===== config.mk =====
export PLATFORM = sky130hd
export DESIGN_NAME = mem_arbiter
export DESIGN_NICKNAME = d
export VERILOG_FILES = /design/src/rtl/mem_arb_pkg.sv /design/src/rtl/rr_arb2.sv /design/src/rtl/mem_arbiter.sv
export SDC_FILE = /design/constraint.sdc
export NUM_CORES = 1
export LEC_CHECK = 0
export CORE_MARGIN = 4
export CORE_UTILIZATION = 30
export CTS_CLUSTER_SIZE = 14
export DETAILED_ROUTE_END_ITERATION = 12
export HOLD_SLACK_MARGIN = 0.08
export PLACE_DENSITY_LB_ADDON = 0.2
export SLEW_MARGIN = 20
export SYNTH_ARGS = -nofsm -noshare
export SYNTH_HDL_FRONTEND = slang
export SYNTH_SLANG_ARGS = --single-unit

===== constraint.sdc =====
create_clock -name clk -period 1.8 [get_ports clk]
set_input_delay 0.18 -clock clk [delete_from_list [all_inputs] [get_ports clk]]
set_output_delay 0.18 -clock clk [all_outputs]
set_load 0.005 [all_outputs]

===== src/rtl/mem_arb_pkg.sv =====
// Shared encodings for the IFU/LSU memory arbiter: FSM states, owner ids,
// and the default WAIT timeout.
package mem_arb_pkg;

    localparam logic [1:0] ST_IDLE = 2'd0;
    localparam logic [1:0] ST_REQ  = 2'd1;
    localparam logic [1:0] ST_WAIT = 2'd2;

    // Owner id doubles as the bit index into the 2-bit request/grant vectors.
    localparam logic OWN_IFU = 1'b0;
    localparam logic OWN_LSU = 1'b1;

    localparam int TIMEOUT_DEF = 255;

endpackage


===== src/rtl/rr_arb2.sv =====
// Two-way round-robin arbiter; the pointer remembers the last winner and
// moves on every grant.
module rr_arb2
    import mem_arb_pkg::*;
(
    input  logic       clk,
    input  logic       rst,
    input  logic       en,
    input  logic [1:0] req,
    output logic [1:0] gnt,
    output logic       gnt_owner
);

    logic last_q, last_d;

    always_comb begin
        gnt       = 2'b00;
        gnt_owner = OWN_IFU;
        last_d    = last_q;
        if (en && (req != 2'b00)) begin
            if (req == 2'b11) begin
                gnt_owner = (last_q == OWN_IFU) ? OWN_LSU : OWN_IFU;
            end else begin
                gnt_owner = req[1] ? OWN_LSU : OWN_IFU;
            end
            gnt    = (gnt_owner == OWN_LSU) ? 2'b10 : 2'b01;
            last_d = gnt_owner;
        end
    end

    // Starting from "IFU last" hands the first tie after reset to the LSU.
    always_ff @(posedge clk) begin
        if (rst) begin
            last_q <= OWN_IFU;
        end else begin
            last_q <= last_d;
        end
    end

endmodule


===== src/rtl/mem_arbiter.sv =====
// Arbitrates fetch and load/store traffic onto one memory port, one
// transaction in flight, with a WAIT-state timeout that aborts with resp_err.
module mem_arbiter
    import mem_arb_pkg::*;
#(
    parameter int ADDR_W  = 32,
    parameter int DATA_W  = 32,
    parameter int TIMEOUT = TIMEOUT_DEF
) (
    input  logic              clk,
    input  logic              rst,

    input  logic              ifu_req_valid,
    output logic              ifu_req_ready,
    input  logic [ADDR_W-1:0] ifu_addr,
    output logic              ifu_resp_valid,

    input  logic              lsu_req_valid,
    output logic              lsu_req_ready,
    input  logic              lsu_wen,
    input  logic [ADDR_W-1:0] lsu_addr,
    input  logic [DATA_W-1:0] lsu_wdata,
    input  logic [7:0]        lsu_wmask,
    output logic              lsu_resp_valid,

    output logic [DATA_W-1:0] resp_rdata,
    output logic              resp_err,

    output logic              mem_req_valid,
    output logic              mem_wen,
    output logic [ADDR_W-1:0] mem_addr,
    output logic [DATA_W-1:0] mem_wdata,
    output logic [7:0]        mem_wmask,
    input  logic              mem_req_ready,
    input  logic              mem_resp_valid,
    input  logic [DATA_W-1:0] mem_rdata
);

    localparam int CNT_W = (TIMEOUT < 2) ? 1 : $clog2(TIMEOUT + 1);

    logic [1:0]        state_q, state_d;
    logic              owner_q, owner_d;
    logic              wen_q, wen_d;
    logic [ADDR_W-1:0] addr_q, addr_d;
    logic [DATA_W-1:0] wdata_q, wdata_d;
    logic [7:0]        wmask_q, wmask_d;
    logic [CNT_W-1:0]  cnt_q, cnt_d;

    logic       arb_en;
    logic [1:0] gnt;
    logic       gnt_owner;
    logic       resp_pulse;
    logic       tmo_pulse;

    // Gating with rst keeps every grant output low during reset.
    assign arb_en = (state_q == ST_IDLE) && !rst;

    rr_arb2 u_rr_arb2 (
        .clk       (clk),
        .rst       (rst),
        .en        (arb_en),
        .req       ({lsu_req_valid, ifu_req_valid}),
        .gnt       (gnt),
        .gnt_owner (gnt_owner)
    );

    assign ifu_req_ready = gnt[0];
    assign lsu_req_ready = gnt[1];

    always_comb begin
        state_d    = state_q;
        owner_d    = owner_q;
        wen_d      = wen_q;
        addr_d     = addr_q;
        wdata_d    = wdata_q;
        wmask_d    = wmask_q;
        cnt_d      = '0;
        resp_pulse = 1'b0;
        tmo_pulse  = 1'b0;
        case (state_q)
            ST_IDLE: begin
                if (gnt != 2'b00) begin
                    owner_d = gnt_owner;
                    state_d = ST_REQ;
                    if (gnt_owner == OWN_LSU) begin
                        addr_d  = lsu_addr;
                        wen_d   = lsu_wen;
                        wdata_d = lsu_wdata;
                        wmask_d = lsu_wmask;
                    end else begin
                        addr_d  = ifu_addr;
                        wen_d   = 1'b0;
                        wdata_d = '0;
                        wmask_d = 8'h00;
                    end
                end
            end
            ST_REQ: begin
                if (mem_req_ready) begin
                    state_d = ST_WAIT;
                end
            end
            ST_WAIT: begin
                cnt_d = cnt_q + CNT_W'(1);
                // A response landing on the timeout cycle is still a good response.
                if (mem_resp_valid) begin
                    resp_pulse = !rst;
                    state_d    = ST_IDLE;
                end else if (cnt_q == CNT_W'(TIMEOUT)) begin
                    tmo_pulse = !rst;
                    state_d   = ST_IDLE;
                end
            end
            default: begin
                state_d = ST_IDLE;
            end
        endcase
    end

    assign ifu_resp_valid = (resp_pulse || tmo_pulse) && (owner_q == OWN_IFU);
    assign lsu_resp_valid = (resp_pulse || tmo_pulse) && (owner_q == OWN_LSU);
    assign resp_err       = tmo_pulse;
    assign resp_rdata     = resp_pulse ? mem_rdata : '0;

    assign mem_req_valid  = (state_q == ST_REQ) && !rst;
    assign mem_wen        = rst ? 1'b0 : wen_q;
    assign mem_addr       = rst ? '0   : addr_q;
    assign mem_wdata      = rst ? '0   : wdata_q;
    assign mem_wmask      = rst ? 8'h00 : wmask_q;

    always_ff @(posedge clk) begin
        if (rst) begin
            state_q <= ST_IDLE;
            owner_q <= OWN_IFU;
            wen_q   <= 1'b0;
            addr_q  <= '0;
            wdata_q <= '0;
            wmask_q <= 8'h00;
            cnt_q   <= '0;
        end else begin
            state_q <= state_d;
            owner_q <= owner_d;
            wen_q   <= wen_d;
            addr_q  <= addr_d;
            wdata_q <= wdata_d;
            wmask_q <= wmask_d;
            cnt_q   <= cnt_d;
        end
    end

endmodule

# Word-level counts from Yosys, hierarchy flattened
# Index checks and enable logic that the tools add are counted.
# word_totals
input_bits,143
mem_bits_ro,0
register_bits,85
latch_bits,0
memories,0
elab_cells,57
out_inout_bits,111
ramBits,0
# classes
multipliers,0
bitwise,2
add_sub_neg,1
magnitude_cmp,0
n_eq_ne,7
shifts,0
n_div,0
muxes,26
n_reduce_logical,13
# op_table
op,n
2-to-1 mux 32 bit,5
2-to-1 mux 8 bit,2
2-to-1 mux 1 bit,12
2-to-1 mux 2 bit,6
"adder 8 x 1 -> 8 bit, second input constant",1
"equality test 8 bit, second input constant",1
one-hot mux 2 bit (3 select lines),1
logical AND 1 bit,5
"equality test 2 bit, second input constant",2
nonzero test 2 bit,2
"!= test 3 bit, second input constant",1
AND reduction 3 bit,1
"equality test 2 x 1 -> 1 bit, second input constant",1
logical NOT 2 bit,1
"!= test 2 x 1 -> 1 bit, second input constant",1
"!= test 2 bit, second input constant",1
inverter 1 bit,2
AND reduction 2 bit,1
OR reduction 2 bit,1
logical NOT 1 bit,1
logical OR 1 bit,1

# Depth between registers and ports, before layout
# depth
ltp_word,9
depth_mapped,6
mapped_depth_nobuf,4

# Cells and area by module
# From an unflattened synthesis, not the netlist that was laid out.
# hier_totals
hier_cells,527
area_unflattened_um2,4608.2
# modules_own_cells
mod,area_per_inst_um2,seq_area_each_um2,n_inst,cells_per_inst
mem_arbiter,4538.1,1681.6,1,517
rr_arb2,70.1,20.0,1,10

# Worst setup path after synthesis
# Ideal clock, no wire load.
# synth_path
kind,reg2out
startpoint,reg state_q[1]
endpoint,out resp_err
setup_slack_ps,382
stages_incl_launch_ff,5
path_buffers,1
arrival_ps,1238
required_time_ps,1620
path_cell_list,dfxtp_1 -> inv_2 -> or3_1 -> buf_2 -> nor4_2
# synth_via
elab_chain_len,2
# synth_lines
item,line,source
start: declaration,mem_arbiter.sv:41,"logic [1:0] state_q, state_d;"
start signal: assignment,mem_arbiter.sv:141,state_q <= state_d;
equality test 2 bit,mem_arbiter.sv:80,case (state_q)
2-to-1 mux 1 bit,mem_arbiter.sv:80,
end: declaration,mem_arbiter.sv:27,"output logic resp_err,"
# Every way passes these cells.

# Final worst setup path
# layout_path
startpoint,reg state_q[0]
endpoint,out resp_rdata[0]
# layout_via
elab_chain_len,3
# layout_lines
item,line,source
equality test 2 bit,mem_arbiter.sv:80,
2-to-1 mux 1 bit,mem_arbiter.sv:80,
2-to-1 mux 32 bit,mem_arbiter.sv:123,assign resp_rdata = resp_pulse ? mem_rdata : '0;
end: declaration,mem_arbiter.sv:26,"output logic [DATA_W-1:0] resp_rdata,"
# Every way passes these cells.

==> flow_metrics.py <==
metrics = {
    "status": {
        "outcome": "complete, but fails checks",
        "violations": "setup timing",
    },
    "detailed_routing": {
        "drtIter0Drc": 189,
        "drt-total-wl_um": 14300,
        "routed-via-count": 4043,
        "drc": 0,
        "routedWlPerCell_um": 17.3,
        "via_per_inst": 4.87,
        "ant_nets": 0,
        "dr.pass1.iters": 4,
    },
    "floorplan": {
        "rows": 41,
        "die_w_um": 122,
        "dieArea_mm2": 0.0148,
        "core_area_mm2": 0.0126,
        "num_io_pins": 254,
        "dieHeight_um": 122,
        "start_util": 0.306,
    },
    "clocking": {
        "clock_latency_ps": 340,
        "clk_pin_slew_ps": 70,
        "clockBufferDepth": 2,
        "cts_root_buffer": "clkbuf_16",
        "cts_tree": "yes",
        "numCtsBuffers": 9,
        "hold_buffers": 0,
        "ctsHtreeMaxLevel": 3,
        "cts_sinks": 85,
    },
    "final_layout": {
        "layout.nets": 798,
        "diodes": 0,
        "fin_cells": 831,
        "drive_above_1_share": 0.170,
        "area_growth_pct": 82.3,
    },
    "setup_path": {
        "r2r_end": "addr_q[19]$_SDFFE_PP0P_",
        "reg2reg_depth": 6,
        "cp-start-kind": "flip-flop",
        "endpoint": "resp_rdata[0]",
        "regToRegStartpoint": "state_q[1]$_SDFFE_PP0P_",
        "cp-startpoint": "state_q[0]$_SDFFE_PP0P_",
        "arrival_ps": 1700,
        "path_max_fanout": 8,
        "crit_type": "flip-flop to primary output",
        "worstPathRequired_ps": 1620,
        "endpoint_kind": "primary output",
        "r2r_slack_ps": 210,
    },
    "logic_synthesis": {
        "synth_cells": 393,
        "synthArstFlopShare": 0,
        "synth_ff_type": "dfxtp_1",
        "synth_top_area_cell": "dfxtp_1",
        "syn-num-nets": 537,
        "ys_ff_latch": 85,
        "synth.avg_cell_area_um2": 9.84,
        "synth_cell_types": 42,
        "synth_top_area_frac": 0.440,
        "ys_seq_area_frac": 0.440,
        "yosysWarnings": 0,
        "synth.area.top_cells": "dfxtp_1, nor2b_1, and3_1, a22o_1, a221o_1",
        "synth_edf_count": 0,
        "syn-cell-area_mm2": 0.00387,
    },
    "place": {
        "dp_hpwl_um": 10100,
        "io_buffers": 253,
        "dpl.cell_count": 806,
        "place_ws_ps": -51.2,
        "place_congestion": 0.800,
    },
    "sta": {
        "fin_crit_sh": 1.05,
        "slew_headroom": 0.689,
        "worst_pin_slew_ps": 467,
        "holdWs_ps": 278,
        "rsz0062_at_grt": "yes",
        "fin_crit_ps": 1880,
        "worst_slack_ps": -83.9,
        "timing_hold_violations_final": 0,
        "final-setup-viol-count": 5,
        "maxSlewViolCount": 0,
        "fin_skew_ps": 6.33,
        "fmax_mhz": 531,
    },
    "worst_hold_path": {
        "min_path_type": "primary input to flip-flop",
    },
    "power_and_ir_drop": {
        "ir_drop_v": 0.000640,
        "p_leak_nw": 2.98,
        "powerDensity_mw_per_mm2": 736,
    },
    "global_route": {
        "antenna_found_initial": 0,
        "grt_usage": 0.188,
        "grt_pass1_wl_um": 22100,
        "grt_overflow_total": 0,
        "grt_max_degree": 44,
        "grt_pass1_vias": 4194,
    },
    "run": {
        "maxCapViolations": 0,
    },
}
registers in the layout (all words and copies together) (netlist names):
signal and flops:
wdata_q 32, wmask_q 8, addr_q 32, u_rr_arb2.last_q 1, state_q 2, owner_q 1
cnt_q 8, wen_q 1
repair_timing:
item | 4_1_cts | 5_1_grt
cloned | 4 | 0
pin swaps | 6 | 4
resized for setup | 163 | 7
buffers inserted | 3 | 3
endpoints found under the setup margin | 38 | 35
kinds of logic (layout without fill, tap and decap cells):
logic type	after synthesis	count (layout)	share of synthesized area
simple gates	165	165	0.266
compound gates	97	97	0.218
flops	85	85	0.440
buf+inv	41	307	0.0628
xor+xnor	3	3	0.00680
fa+ha+maj	1	1	0.00324
mux	1	1	0.00259
final cells by class:
cell class                      instances  area (um^2)
Tap cell                              172          215
Inverter                                2         7.51
Multi-Input combinational cell        267         2010
Timing Repair Buffer                  289         2810
Clock buffer                            9          225
Clock inverter                          7         73.8
Fill cell                            1162         5570
Sequential cell                        85         1710
critical path: stages (launching register included):
cell and delay, ps:
dfxtp_2 330, buf_6 130, nor3_4 220, buf_12 180, buf_16 120, and3_1 160
clkdlybuf4s15_2 210
where the power goes:
| group | internal [W] | switching [W] | leakage (nW) | total [W] |
|---|---|---|---|---|
| Sequential | 0.00205 | 0.0000567 | 0.698 | 0.00211 |
| Clock | 0.00108 | 0.000782 | 0.146 | 0.00186 |
| Combinational | 0.000758 | 0.000458 | 2.13 | 0.00122 |
| Total | 0.00389 | 0.00130 | 2.98 | 0.00519 |
through the flow:
stage | util | power (W) | TNS (ps) | area (um^2)
finish | 0.558 | 0.00519 | -325 | 7050
global route | 0.558 | 0.00545 | -2370 | 7050
CTS | 0.557 | 0.00527 | -487 | 7030
detailed placement | 0.526 | 0.00332 | -947 | 6640
global placement | 0.526 | 0.00329 | -29.6 | 6640
floorplan | - | 0.00264 | 0 | 3870
cell usage after synthesis, types with 2 or more instances:
library cell and instances:
xor2_1 2, nand2_1 3, buf_6 7, and3_1 60, o21ai_0 4, a22o_1 41
clkbuf_1 17, or3_1 3, nor3_2 2, nor2_1 7, a21o_1 2, buf_4 7
a21oi_1 7, and2_1 2, o2bb2ai_1 4, nor3b_1 3, buf_2 8, nor2b_1 73
nand3_1 4, dfxtp_1 85, a221o_1 28, o211ai_1 4
worst min-delay path by stage:
stage,depth (start not counted),from,end,slack [ps]
after floorplan,1,mem_req_ready,state_q[0]$_SDFFE_PP0P_,300
after global placement,1,addr_q[10]$_SDFFE_PP0P_,addr_q[10]$_SDFFE_PP0P_,440
after detailed placement,1,wmask_q[7]$_SDFFE_PP0P_,wmask_q[7]$_SDFFE_PP0P_,450
after CTS,3,rst,state_q[1]$_SDFFE_PP0P_,270
after global routing,3,rst,state_q[0]$_SDFFE_PP0P_,290
final,3,rst,state_q[1]$_SDFFE_PP0P_,280
routing by layer:
| metal | share of wire | global-route usage | up-vias |
|---|---|---|---|
| met5 | 0 | 0 | - |
| met4 | 0.013 | 0.0469 | 0 |
| met3 | 0.078 | 0.0667 | 16 |
| met2 | 0.49 | 0.317 | 148 |
| met1 | 0.42 | 0.230 | 1905 |
| li1 | - | - | 1974 |
placed cells by master, fill, tap and decap left out, drive strengths merged, types with 2 or more instances in the layout:
cell type        n
a22o            41
clkdlybuf4s50  214
o2bb2ai          4
nand2            4
buf             71
a21o             2
and3            61
nor2             7
a21oi            8
nor3             3
o211ai           4
and2             2
nand3            4
clkbuf           9
nor2b           73
dlygate4sd2      3
or3              3
inv              4
dfxtp           85
a221o           28
o21ai            4
nor3b            3
clkinv           3
xor2             2
No activity file was read; power rests on OpenSTA's default activity.
